$ cat src/rtl/stack_ctrl_sequencer_pkg.sv
// ---------------------------------------------------------------------------
// stack_seq_pkg
// Shared types and constants for the stack control sequencer:
//   cmd_op_e   - command opcodes accepted from the control unit
//   state_e    - sequencer FSM states
//   SRC_*      - SEL_MUX_STACK source selects
//   ERR_*      - ERR_CODE values
//   strobes_t  - bundle of all registered control outputs
//   decode_state() - Moore strobe pattern for each state
// ---------------------------------------------------------------------------
package stack_seq_pkg;

    typedef enum logic [3:0] {
        OP_NOP       = 4'd0,
        OP_PUSH_ALU  = 4'd1,
        OP_PUSH_RET  = 4'd2,
        OP_PUSH_ARG  = 4'd3,
        OP_DUP       = 4'd4,
        OP_POP       = 4'd5,
        OP_LOAD_MEM  = 4'd6,
        OP_STORE_MEM = 4'd7,
        OP_SET_TOS   = 4'd8
    } cmd_op_e;

    localparam logic [3:0] OP_LAST_LEGAL = 4'd8;

    typedef enum logic [3:0] {
        S_IDLE,
        S_RD_STK,
        S_RD_MEM,
        S_PUSH_LATCH,
        S_PUSH_WR,
        S_POP,
        S_WM_LATCH,
        S_WM_WR,
        S_SET_TOS,
        S_ERR
    } state_e;

    localparam logic [2:0] SRC_ALU = 3'b000;
    localparam logic [2:0] SRC_MEM = 3'b001;
    localparam logic [2:0] SRC_RET = 3'b010;
    localparam logic [2:0] SRC_ARG = 3'b011;
    localparam logic [2:0] SRC_STK = 3'b100;

    localparam logic [1:0] ERR_NONE      = 2'b00;
    localparam logic [1:0] ERR_OVERFLOW  = 2'b01;
    localparam logic [1:0] ERR_UNDERFLOW = 2'b10;
    localparam logic [1:0] ERR_ILLEGAL   = 2'b11;

    typedef struct packed {
        logic [2:0] sel_mux_stack;
        logic       reg_read_stack;
        logic       reg_write_stack;
        logic       reg_read_mem;
        logic       reg_write_mem;
        logic       sel_mux_tos;
        logic       ctrl_reg_tos;
        logic       sel_tos_updater;
        logic       ctrl_stack;
        logic       ctrl_mem_ext;
        logic       cmd_done;
        logic       cmd_err;
    } strobes_t;

    // Strobe pattern presented while the FSM sits in state st. src is only
    // meaningful in PUSH_LATCH; elsewhere the stack mux rests on the ALU.
    function automatic strobes_t decode_state(input state_e st, input logic [2:0] src);
        strobes_t s;
        s = '0;
        case (st)
            S_RD_STK:     s.reg_read_stack = 1'b1;
            S_RD_MEM:     s.reg_read_mem   = 1'b1;
            S_PUSH_LATCH: begin
                s.sel_mux_stack   = src;
                s.reg_write_stack = 1'b1;
                s.ctrl_reg_tos    = 1'b1;
                s.sel_tos_updater = 1'b1;
            end
            S_PUSH_WR: begin
                s.ctrl_stack = 1'b1;
                s.cmd_done   = 1'b1;
            end
            S_POP: begin
                s.ctrl_reg_tos = 1'b1;
                s.cmd_done     = 1'b1;
            end
            S_WM_LATCH:   s.reg_write_mem = 1'b1;
            S_WM_WR: begin
                s.ctrl_mem_ext = 1'b1;
                s.ctrl_reg_tos = 1'b1;
                s.cmd_done     = 1'b1;
            end
            S_SET_TOS: begin
                s.sel_mux_tos  = 1'b1;
                s.ctrl_reg_tos = 1'b1;
                s.cmd_done     = 1'b1;
            end
            S_ERR:        s.cmd_err = 1'b1;
            default:      s = '0;
        endcase
        return s;
    endfunction

endpackage

$ cat src/rtl/stack_ctrl_sequencer_if.sv
// ---------------------------------------------------------------------------
// stack_ctrl_sequencer_if
// Command channel between the main control unit (master) and the stack
// sequencer (slave).
//   CMD_OP/CMD_VALID/CMD_TOS_DEPTH : command from master
//   CMD_READY                      : sequencer idle, can accept
//   CMD_DONE/CMD_ERR               : one-cycle completion / rejection pulses
//   ERR_CODE                       : outcome of the last accepted command
// ---------------------------------------------------------------------------
interface stack_ctrl_sequencer_if #(
    parameter int ADDR_WIDTH = 12
) ();
    logic [3:0]          CMD_OP;
    logic                CMD_VALID;
    logic                CMD_READY;
    logic [ADDR_WIDTH:0] CMD_TOS_DEPTH;
    logic                CMD_DONE;
    logic                CMD_ERR;
    logic [1:0]          ERR_CODE;

    modport master (
        output CMD_OP, CMD_VALID, CMD_TOS_DEPTH,
        input  CMD_READY, CMD_DONE, CMD_ERR, ERR_CODE
    );

    modport slave (
        input  CMD_OP, CMD_VALID, CMD_TOS_DEPTH,
        output CMD_READY, CMD_DONE, CMD_ERR, ERR_CODE
    );
endinterface

$ cat src/rtl/stack_ctrl_sequencer_depth.sv
// ---------------------------------------------------------------------------
// stack_depth_counter
// Tracks the number of stacked entries (0 .. 2**ADDR_WIDTH).
//   clk, reset (sync, active-low)
//   inc_i / dec_i / load_i : one step up / down / load load_val_i (load wins)
//   depth_o                : current depth
//   full_o / empty_o       : depth at maximum / zero
// Callers guarantee inc never happens when full and dec never when empty.
// ---------------------------------------------------------------------------
module stack_depth_counter #(
    parameter int ADDR_WIDTH = 12
) (
    input  logic                clk,
    input  logic                reset,
    input  logic                inc_i,
    input  logic                dec_i,
    input  logic                load_i,
    input  logic [ADDR_WIDTH:0] load_val_i,
    output logic [ADDR_WIDTH:0] depth_o,
    output logic                full_o,
    output logic                empty_o
);
    localparam logic [ADDR_WIDTH:0] MAX_DEPTH = {1'b1, {ADDR_WIDTH{1'b0}}};
    localparam logic [ADDR_WIDTH:0] ONE       = {{ADDR_WIDTH{1'b0}}, 1'b1};

    logic [ADDR_WIDTH:0] depth_q, depth_d;

    always_comb begin
        depth_d = depth_q;
        if (load_i)
            depth_d = load_val_i;
        else if (inc_i)
            depth_d = depth_q + ONE;
        else if (dec_i)
            depth_d = depth_q - ONE;
    end

    always_ff @(posedge clk) begin
        if (!reset)
            depth_q <= '0;
        else
            depth_q <= depth_d;
    end

    assign depth_o = depth_q;
    assign full_o  = (depth_q == MAX_DEPTH);
    assign empty_o = (depth_q == '0);
endmodule

$ cat src/rtl/stack_ctrl_sequencer.sv
// ---------------------------------------------------------------------------
// stack_ctrl_sequencer
// Accepts one stack command at a time over cmd (slave modport) and expands it
// into the multi-cycle strobe sequence for the stack/TOS datapath, rejecting
// commands that would overflow/underflow the stack or use an illegal opcode.
//   clk, reset (sync, active-low)
//   cmd                 : command channel (op, valid/ready, done/err, code)
//   STACK_DEPTH         : current number of stacked entries
//   SEL_MUX_STACK, CTRL_REG_*, SEL_MUX_TOS, CTRL_REG_TOS, SEL_TOS_UPDATER,
//   CTRL_STACK, CTRL_MEM_EXT : registered datapath control strobes
// ---------------------------------------------------------------------------
module stack_ctrl_sequencer
    import stack_seq_pkg::*;
#(
    parameter int ADDR_WIDTH = 12
) (
    input  logic                 clk,
    input  logic                 reset,
    stack_ctrl_sequencer_if.slave cmd,
    output logic [ADDR_WIDTH:0]  STACK_DEPTH,
    output logic [2:0]           SEL_MUX_STACK,
    output logic                 CTRL_REG_READ_STACK,
    output logic                 CTRL_REG_WRITE_STACK,
    output logic                 CTRL_REG_READ_MEM,
    output logic                 CTRL_REG_WRITE_MEM,
    output logic                 SEL_MUX_TOS,
    output logic                 CTRL_REG_TOS,
    output logic                 SEL_TOS_UPDATER,
    output logic                 CTRL_STACK,
    output logic                 CTRL_MEM_EXT
);
    localparam logic [ADDR_WIDTH:0] MAX_DEPTH = {1'b1, {ADDR_WIDTH{1'b0}}};

    state_e              state_q, state_d;
    cmd_op_e             op_q, op_d;
    logic [2:0]          src_q, src_d;
    logic [1:0]          err_code_q, err_code_d;
    logic [ADDR_WIDTH:0] tos_val_q, tos_val_d;
    logic                ready_q, ready_d;
    strobes_t            strb_q, strb_d;
    logic                nop_done;
    logic                full, empty;

    always_comb begin
        state_d    = state_q;
        op_d       = op_q;
        src_d      = src_q;
        err_code_d = err_code_q;
        tos_val_d  = tos_val_q;
        nop_done   = 1'b0;
        case (state_q)
            S_IDLE: begin
                if (cmd.CMD_VALID && ready_q) begin
                    op_d       = cmd_op_e'(cmd.CMD_OP);
                    tos_val_d  = cmd.CMD_TOS_DEPTH;
                    err_code_d = ERR_NONE;
                    if (cmd.CMD_OP > OP_LAST_LEGAL) begin
                        err_code_d = ERR_ILLEGAL;
                    end else begin
                        case (cmd_op_e'(cmd.CMD_OP))
                            OP_PUSH_ALU, OP_PUSH_RET, OP_PUSH_ARG, OP_LOAD_MEM:
                                if (full) err_code_d = ERR_OVERFLOW;
                            // DUP both reads and grows the stack, so it can fail either way.
                            OP_DUP:
                                if (full)       err_code_d = ERR_OVERFLOW;
                                else if (empty) err_code_d = ERR_UNDERFLOW;
                            OP_POP, OP_STORE_MEM:
                                if (empty) err_code_d = ERR_UNDERFLOW;
                            OP_SET_TOS:
                                if (cmd.CMD_TOS_DEPTH > MAX_DEPTH) err_code_d = ERR_OVERFLOW;
                            default: ;
                        endcase
                    end
                    if (err_code_d != ERR_NONE) begin
                        state_d = S_ERR;
                    end else begin
                        case (cmd_op_e'(cmd.CMD_OP))
                            OP_PUSH_ALU:  begin state_d = S_PUSH_LATCH; src_d = SRC_ALU; end
                            OP_PUSH_RET:  begin state_d = S_PUSH_LATCH; src_d = SRC_RET; end
                            OP_PUSH_ARG:  begin state_d = S_PUSH_LATCH; src_d = SRC_ARG; end
                            OP_DUP:       begin state_d = S_RD_STK;     src_d = SRC_STK; end
                            OP_LOAD_MEM:  begin state_d = S_RD_MEM;     src_d = SRC_MEM; end
                            OP_POP:       state_d = S_POP;
                            OP_STORE_MEM: state_d = S_RD_STK;
                            OP_SET_TOS:   state_d = S_SET_TOS;
                            default:      nop_done = 1'b1;  // NOP: stays in IDLE
                        endcase
                    end
                end
            end
            // RD_STK is shared by DUP and STORE_MEM; the latched opcode picks the branch.
            S_RD_STK:     state_d = (op_q == OP_DUP) ? S_PUSH_LATCH : S_WM_LATCH;
            S_RD_MEM:     state_d = S_PUSH_LATCH;
            S_PUSH_LATCH: state_d = S_PUSH_WR;
            S_WM_LATCH:   state_d = S_WM_WR;
            default:      state_d = S_IDLE;
        endcase

        // Outputs are registered: load them with the decode of the state being entered.
        strb_d = decode_state(state_d, src_d);
        if (nop_done)
            strb_d.cmd_done = 1'b1;
        // A NOP's done cycle still counts as busy so READY rises the cycle after DONE.
        ready_d = (state_d == S_IDLE) && !nop_done;
    end

    always_ff @(posedge clk) begin
        if (!reset) begin
            state_q    <= S_IDLE;
            op_q       <= OP_NOP;
            src_q      <= SRC_ALU;
            err_code_q <= ERR_NONE;
            tos_val_q  <= '0;
            ready_q    <= 1'b1;
            strb_q     <= '0;
        end else begin
            state_q    <= state_d;
            op_q       <= op_d;
            src_q      <= src_d;
            err_code_q <= err_code_d;
            tos_val_q  <= tos_val_d;
            ready_q    <= ready_d;
            strb_q     <= strb_d;
        end
    end

    // Depth moves on the same edge the TOS register captures, so it is driven
    // directly from the TOS strobes currently on the outputs.
    stack_depth_counter #(.ADDR_WIDTH(ADDR_WIDTH)) u_depth (
        .clk        (clk),
        .reset      (reset),
        .inc_i      (strb_q.ctrl_reg_tos && !strb_q.sel_mux_tos &&  strb_q.sel_tos_updater),
        .dec_i      (strb_q.ctrl_reg_tos && !strb_q.sel_mux_tos && !strb_q.sel_tos_updater),
        .load_i     (strb_q.ctrl_reg_tos &&  strb_q.sel_mux_tos),
        .load_val_i (tos_val_q),
        .depth_o    (STACK_DEPTH),
        .full_o     (full),
        .empty_o    (empty)
    );

    assign cmd.CMD_READY        = ready_q;
    assign cmd.CMD_DONE         = strb_q.cmd_done;
    assign cmd.CMD_ERR          = strb_q.cmd_err;
    assign cmd.ERR_CODE         = err_code_q;
    assign SEL_MUX_STACK        = strb_q.sel_mux_stack;
    assign CTRL_REG_READ_STACK  = strb_q.reg_read_stack;
    assign CTRL_REG_WRITE_STACK = strb_q.reg_write_stack;
    assign CTRL_REG_READ_MEM    = strb_q.reg_read_mem;
    assign CTRL_REG_WRITE_MEM   = strb_q.reg_write_mem;
    assign SEL_MUX_TOS          = strb_q.sel_mux_tos;
    assign CTRL_REG_TOS         = strb_q.ctrl_reg_tos;
    assign SEL_TOS_UPDATER      = strb_q.sel_tos_updater;
    assign CTRL_STACK           = strb_q.ctrl_stack;
    assign CTRL_MEM_EXT         = strb_q.ctrl_mem_ext;
endmodule

$ cat src/flat_wrapper.sv
// flat-port wrapper written by rule: the top's interface ports become plain ports
module stack_ctrl_sequencer_flat import stack_seq_pkg::*;
#(
    parameter int ADDR_WIDTH = 12
)
  (clk, reset, STACK_DEPTH, SEL_MUX_STACK, CTRL_REG_READ_STACK, CTRL_REG_WRITE_STACK, CTRL_REG_READ_MEM, CTRL_REG_WRITE_MEM, SEL_MUX_TOS, CTRL_REG_TOS, SEL_TOS_UPDATER, CTRL_STACK, CTRL_MEM_EXT, cmd_CMD_OP, cmd_CMD_VALID, cmd_CMD_TOS_DEPTH, cmd_CMD_READY, cmd_CMD_DONE, cmd_CMD_ERR, cmd_ERR_CODE);
  stack_ctrl_sequencer_if #(.ADDR_WIDTH(ADDR_WIDTH)) cmd_i ();
  input  logic clk;
  input  logic reset;
  output logic [ADDR_WIDTH:0] STACK_DEPTH;
  output logic [2:0] SEL_MUX_STACK;
  output logic CTRL_REG_READ_STACK;
  output logic CTRL_REG_WRITE_STACK;
  output logic CTRL_REG_READ_MEM;
  output logic CTRL_REG_WRITE_MEM;
  output logic SEL_MUX_TOS;
  output logic CTRL_REG_TOS;
  output logic SEL_TOS_UPDATER;
  output logic CTRL_STACK;
  output logic CTRL_MEM_EXT;
  input wire logic [$bits(cmd_i.CMD_OP)-1:0] cmd_CMD_OP;
  input wire logic [$bits(cmd_i.CMD_VALID)-1:0] cmd_CMD_VALID;
  input wire logic [$bits(cmd_i.CMD_TOS_DEPTH)-1:0] cmd_CMD_TOS_DEPTH;
  output wire logic [$bits(cmd_i.CMD_READY)-1:0] cmd_CMD_READY;
  output wire logic [$bits(cmd_i.CMD_DONE)-1:0] cmd_CMD_DONE;
  output wire logic [$bits(cmd_i.CMD_ERR)-1:0] cmd_CMD_ERR;
  output wire logic [$bits(cmd_i.ERR_CODE)-1:0] cmd_ERR_CODE;
  assign cmd_i.CMD_OP = cmd_CMD_OP;
  assign cmd_i.CMD_VALID = cmd_CMD_VALID;
  assign cmd_i.CMD_TOS_DEPTH = cmd_CMD_TOS_DEPTH;
  assign cmd_CMD_READY = cmd_i.CMD_READY;
  assign cmd_CMD_DONE = cmd_i.CMD_DONE;
  assign cmd_CMD_ERR = cmd_i.CMD_ERR;
  assign cmd_ERR_CODE = cmd_i.ERR_CODE;
  stack_ctrl_sequencer #(.ADDR_WIDTH(ADDR_WIDTH)) u_core (.clk(clk), .reset(reset), .cmd(cmd_i), .STACK_DEPTH(STACK_DEPTH), .SEL_MUX_STACK(SEL_MUX_STACK), .CTRL_REG_READ_STACK(CTRL_REG_READ_STACK), .CTRL_REG_WRITE_STACK(CTRL_REG_WRITE_STACK), .CTRL_REG_READ_MEM(CTRL_REG_READ_MEM), .CTRL_REG_WRITE_MEM(CTRL_REG_WRITE_MEM), .SEL_MUX_TOS(SEL_MUX_TOS), .CTRL_REG_TOS(CTRL_REG_TOS), .SEL_TOS_UPDATER(SEL_TOS_UPDATER), .CTRL_STACK(CTRL_STACK), .CTRL_MEM_EXT(CTRL_MEM_EXT));
endmodule
$ cat config.mk
export PLATFORM = sky130hd
export DESIGN_NAME = stack_ctrl_sequencer_flat
export DESIGN_NICKNAME = d
export VERILOG_FILES = /design/src/rtl/stack_ctrl_sequencer_pkg.sv /design/src/rtl/stack_ctrl_sequencer_if.sv /design/src/rtl/stack_ctrl_sequencer_depth.sv /design/src/rtl/stack_ctrl_sequencer.sv /design/src/flat_wrapper.sv
export SDC_FILE = /design/constraint.sdc
export NUM_CORES = 1
export LEC_CHECK = 0
export ABC_AREA = 0
export CELL_PAD_IN_SITES_DETAIL_PLACEMENT = 0
export CELL_PAD_IN_SITES_GLOBAL_PLACEMENT = 1
export CORE_AREA = 5 5 89 91
export CTS_BUF_LIST = sky130_fd_sc_hd__clkbuf_4 sky130_fd_sc_hd__clkbuf_8
export DETAILED_ROUTE_END_ITERATION = 6
export DIE_AREA = 0 0 94 96
export GPL_ROUTABILITY_DRIVEN = 0
export PLACE_DENSITY = 0.82
export SYNTH_ARGS = -nofsm -noshare
export SYNTH_HDL_FRONTEND = slang
export SYNTH_SLANG_ARGS = --single-unit
$ cat constraint.sdc
create_clock -name clk -period 4.7 [get_ports clk]
set_input_delay 0.94 -clock clk [delete_from_list [all_inputs] [get_ports clk]]
set_output_delay 0.94 -clock clk [all_outputs]
set_load 0.02 [all_outputs]
==> impl_metrics.py <==
metrics = {
    "synth": {
        "syn-num-nets": 363,
        "synth_fa_ha_area_share_pct": 5.74,
        "synth_top_family_by_area": "compound AO/OA/AOI/OAI gates",
        "yosysWarnings": 0,
        "netlist_area_um2": 2750,
        "yosys.area_share.simple_pct": 22.7,
        "yosysSeqAreaShare_pct": 38.7,
        "synth_cell_type_count": 60,
        "syn_area_per_cell_um2": 8.29,
        "synth_seq_cells": 53,
        "synth_mux_area_share_pct": 1.09,
        "synth_compound_area_share_pct": 24.2,
        "synthArstFlopShare_pct": 0,
        "netlist_instances": 331,
        "synth_ff_type": "dfxtp_1",
        "synth_edf_count": 0,
        "synth_xor_area_share_pct": 2.87,
    },
    "timing": {
        "finalHoldViolCount": 0,
        "fin_crit_sh_pct": 76.7,
        "skew_ps": 12.2,
        "drv_slew": 0,
        "fin_hold_ws_ps": 458,
        "slew_headroom_pct": 49.6,
        "fmaxAchievable_mhz": 277,
        "rsz0062_at_grt": "false",
        "setup_viol": 0,
        "fin_crit_ps": 3610,
        "max_slew.worst_pin.slew_ps": 737,
        "fin_tns_setup_ps": 0,
        "setup_ws_ps": 1090,
    },
    "grt": {
        "grt_pass1_wl_um": 11400,
        "grt_max_degree": 29,
        "grt_usage_pct": 15.9,
        "antenna_found_initial": 0,
        "grt_remaining_overflow": 0,
        "grt_pass1_vias": 2367,
    },
    "worst_setup_path": {
        "cp-start-kind": "flop",
        "critPathMaxFanout": 28,
        "arrival_ps": 3850,
        "reg2reg_from": "u_core.CTRL_REG_TOS$_SDFF_PN0_",
        "required_ps": 4950,
        "path_class": "flop to flop",
        "r2r_setup_slack_ps": 1090,
        "end_kind": "flop",
        "timing.rr.end": "u_core.u_depth.depth_o[12]$_SDFFE_PN0P_",
        "reg2reg_depth": 10,
    },
    "run_status": {
        "status": "finished, final reports clean",
    },
    "pwr": {
        "finalPower_mw": 2.11,
        "power_frac_clock_pct": 12.8,
        "power_frac_comb_pct": 56.7,
        "power.density_nw_per_um2": 620,
        "p_int_mw": 1.20,
        "swShare_pct": 43.1,
        "leakage_nw": 1.29,
        "p_seq_share_pct": 30.4,
        "peakVddDrop_mv": 0.370,
        "p_sw_uw": 908,
    },
    "finish": {
        "diodes": 0,
        "finalNetCount": 405,
        "drive_gt1_share_pct": 6.15,
        "mostFrequentLayoutCells": "dfxtp_1 (53), clkdlybuf4s50_1 (49), nand2_1 (46)",
        "area_growth_pct": 23.9,
        "final_common_cell": "dfxtp_1",
        "fillers": 734,
    },
    "drt": {
        "first_iter_violations": 106,
        "wire_per_inst_um": 14.7,
        "via_per_inst": 5.38,
        "drtPass1Iterations": 5,
        "routed_wl_um": 6960,
        "drcViolationCount": 0,
        "num_vias": 2547,
        "ant_nets": 0,
    },
    "die": {
        "coreArea_um2": 7060,
        "start_util_pct": 38.9,
        "die_x_um": 94,
        "design.die.area_um2": 9020,
        "std_cell_rows": 31,
        "die_h_um": 96,
        "ios": 50,
    },
    "place": {
        "place_ws_ps": 1110,
        "io_buffers": 49,
        "hpwlAfterDp_um": 5180,
    },
    "job": {
        "cap_violations": 0,
    },
    "clock_tree": {
        "cts_buffers": 5,
        "htree_levels": 2,
        "tritoncts": "done",
        "ctsRootBufferMaster": "clkbuf_8",
        "clockBufferDepth": 2,
        "cts_setup_buffers": 0,
        "cts_resized": 0,
        "cts.clk_slew.worst_paths_ps": 100,
        "cts_hold_buffers": 0,
        "cts.sinks": 53,
        "clk_latency_ps": 310,
    },
    "hold_path": {
        "min_from": "u_core.op_q[2]$_SDFFE_PN0P_",
        "holdPathStages": 2,
        "holdCritPathClass": "flop to flop",
        "min_to": "u_core.op_q[2]$_SDFFE_PN0P_",
    },
}
-- synth_stat cells (2+ instances only) --
cell / n / area [µm²]
and3_1: 2 / 12.5
o21bai_1: 2 / 15.0
o21a_1: 5 / 37.5
nor3_2: 2 / 20.0
and4_1: 2 / 17.5
nand3b_1: 2 / 15.0
or2_2: 2 / 12.5
o22a_1: 2 / 17.5
clkbuf_1: 12 / 45.0
xnor2_1: 5 / 43.8
buf_2: 2 / 10.0
nand2b_1: 6 / 37.5
a31oi_1: 8 / 50.1
ha_1: 11 / 138
and2_1: 2 / 12.5
nor2b_1: 2 / 12.5
a2111oi_0: 2 / 17.5
o211ai_1: 4 / 30.0
xor2_1: 4 / 35.0
nor4_1: 7 / 43.8
a21oi_1: 35 / 175
nand4_1: 2 / 12.5
or3_4: 2 / 22.5
buf_1: 2 / 7.51
or3_1: 4 / 25.0
o31ai_1: 3 / 22.5
a311oi_1: 2 / 17.5
nand2_1: 46 / 173
o211a_1: 3 / 30.0
nor3_1: 11 / 55.1
a211oi_1: 4 / 30.0
o21ai_0: 13 / 65.1
a21boi_0: 2 / 15.0
inv_1: 13 / 48.8
mux2i_1: 3 / 30.0
dfxtp_1: 53 / 1060
nor2_1: 23 / 86.3
a21o_1: 4 / 30.0
-- power groups by stage --
stage | clock network [mW] | registers, mW | logic, mW
2_1_floorplan | 0 | 0.702 | 0.797
3_5_place_dp | 0 | 0.652 | 1.20
6_report | 0.271 | 0.641 | 1.20
5_1_grt | 0.295 | 0.659 | 1.32
4_1_cts | 0.278 | 0.643 | 1.20
3_3_place_gp | 0 | 0.652 | 1.19
-- worst max-delay path by stage --
| stage | startpoint | endpoint | slack [ps] |
|---|---|---|---|
| after floorplan | u_core.CTRL_REG_TOS$_SDFF_PN0_ | u_core.u_depth.depth_o[12]$_SDFFE_PN0P_ | 1170 |
| after global placement | cmd_CMD_OP[2] | u_core.SEL_MUX_STACK[0]$_SDFF_PN0_ | 1170 |
| after detailed placement | u_core.CTRL_REG_TOS$_SDFF_PN0_ | u_core.u_depth.depth_o[12]$_SDFFE_PN0P_ | 1110 |
| after CTS | u_core.CTRL_REG_TOS$_SDFF_PN0_ | u_core.u_depth.depth_o[12]$_SDFFE_PN0P_ | 1090 |
| after global routing | u_core.CTRL_REG_TOS$_SDFF_PN0_ | u_core.u_depth.depth_o[12]$_SDFFE_PN0P_ | 810 |
| final | u_core.CTRL_REG_TOS$_SDFF_PN0_ | u_core.u_depth.depth_o[12]$_SDFFE_PN0P_ | 1090 |
-- critical path, stage by stage (launching register included) --
cell and delay [ps]:
dfxtp_1 320, buf_4 270, nand3b_1 490, fa_1 610, a211o_1 290, a2111oi_0 670, or3_1 210, a31oi_1 90
xor2_1 170, or3_1 310, a31oi_1 120
-- registers in the layout (all words and copies together), names as in the netlist, 2 cells and up --
| register | cells |
|---|---|
| u_core.tos_val_q | 13 |
| u_core.u_depth.depth_o | 13 |
| u_core.op_q | 4 |
| u_core.state_q | 4 |
| u_core.SEL_MUX_STACK | 3 |
| u_core.src_q | 3 |
| u_core.cmd.ERR_CODE | 2 |
-- per-stage QoR --
stage | utilization [%] | cell area, µm² | instances
3_5_place_dp | 46.9 | 3310 | 465
3_3_place_gp | 46.9 | 3310 | 465
6_report | 48.2 | 3400 | 473
4_1_cts | 48.2 | 3400 | 473
2_1_floorplan | - | 2750 | 331
5_1_grt | 48.2 | 3400 | 473
-- metal layers --
layer	routed length [µm]	vias to the layer above	track usage, %
met2	3360	80	27.9
met5	0	-	0
li1	-	1281	-
met1	3210	1181	20.3
met4	61	0	3.97
met3	335	5	2.81
-- cell type report --
cell class              instances  area (µm²)  share of cell area [%]
inverters                      13        48.8                    1.43
clock buffers                   5        68.8                    2.02
clock inverters                 3        25.0                   0.736
multi-input cells             247        1550                    45.7
flip-flops and latches         53        1060                    31.2
repair buffers                 53         520                    15.3
well taps                      99         124                    3.64
-- kinds of logic (layout without fill, tap and decap cells) --
family                   count (synthesis)  after routing
AO/OA/AOI/OAI                          100            100
adder cells (fa/ha/maj)                 12             12
multiplexers                             3              3
XOR/XNOR                                 9              9
flip-flops                              53             53
buffers and inverters                   31             74
AND/OR/NAND/NOR                        123            123
Note: power is estimated with default switching activity, not from simulation.
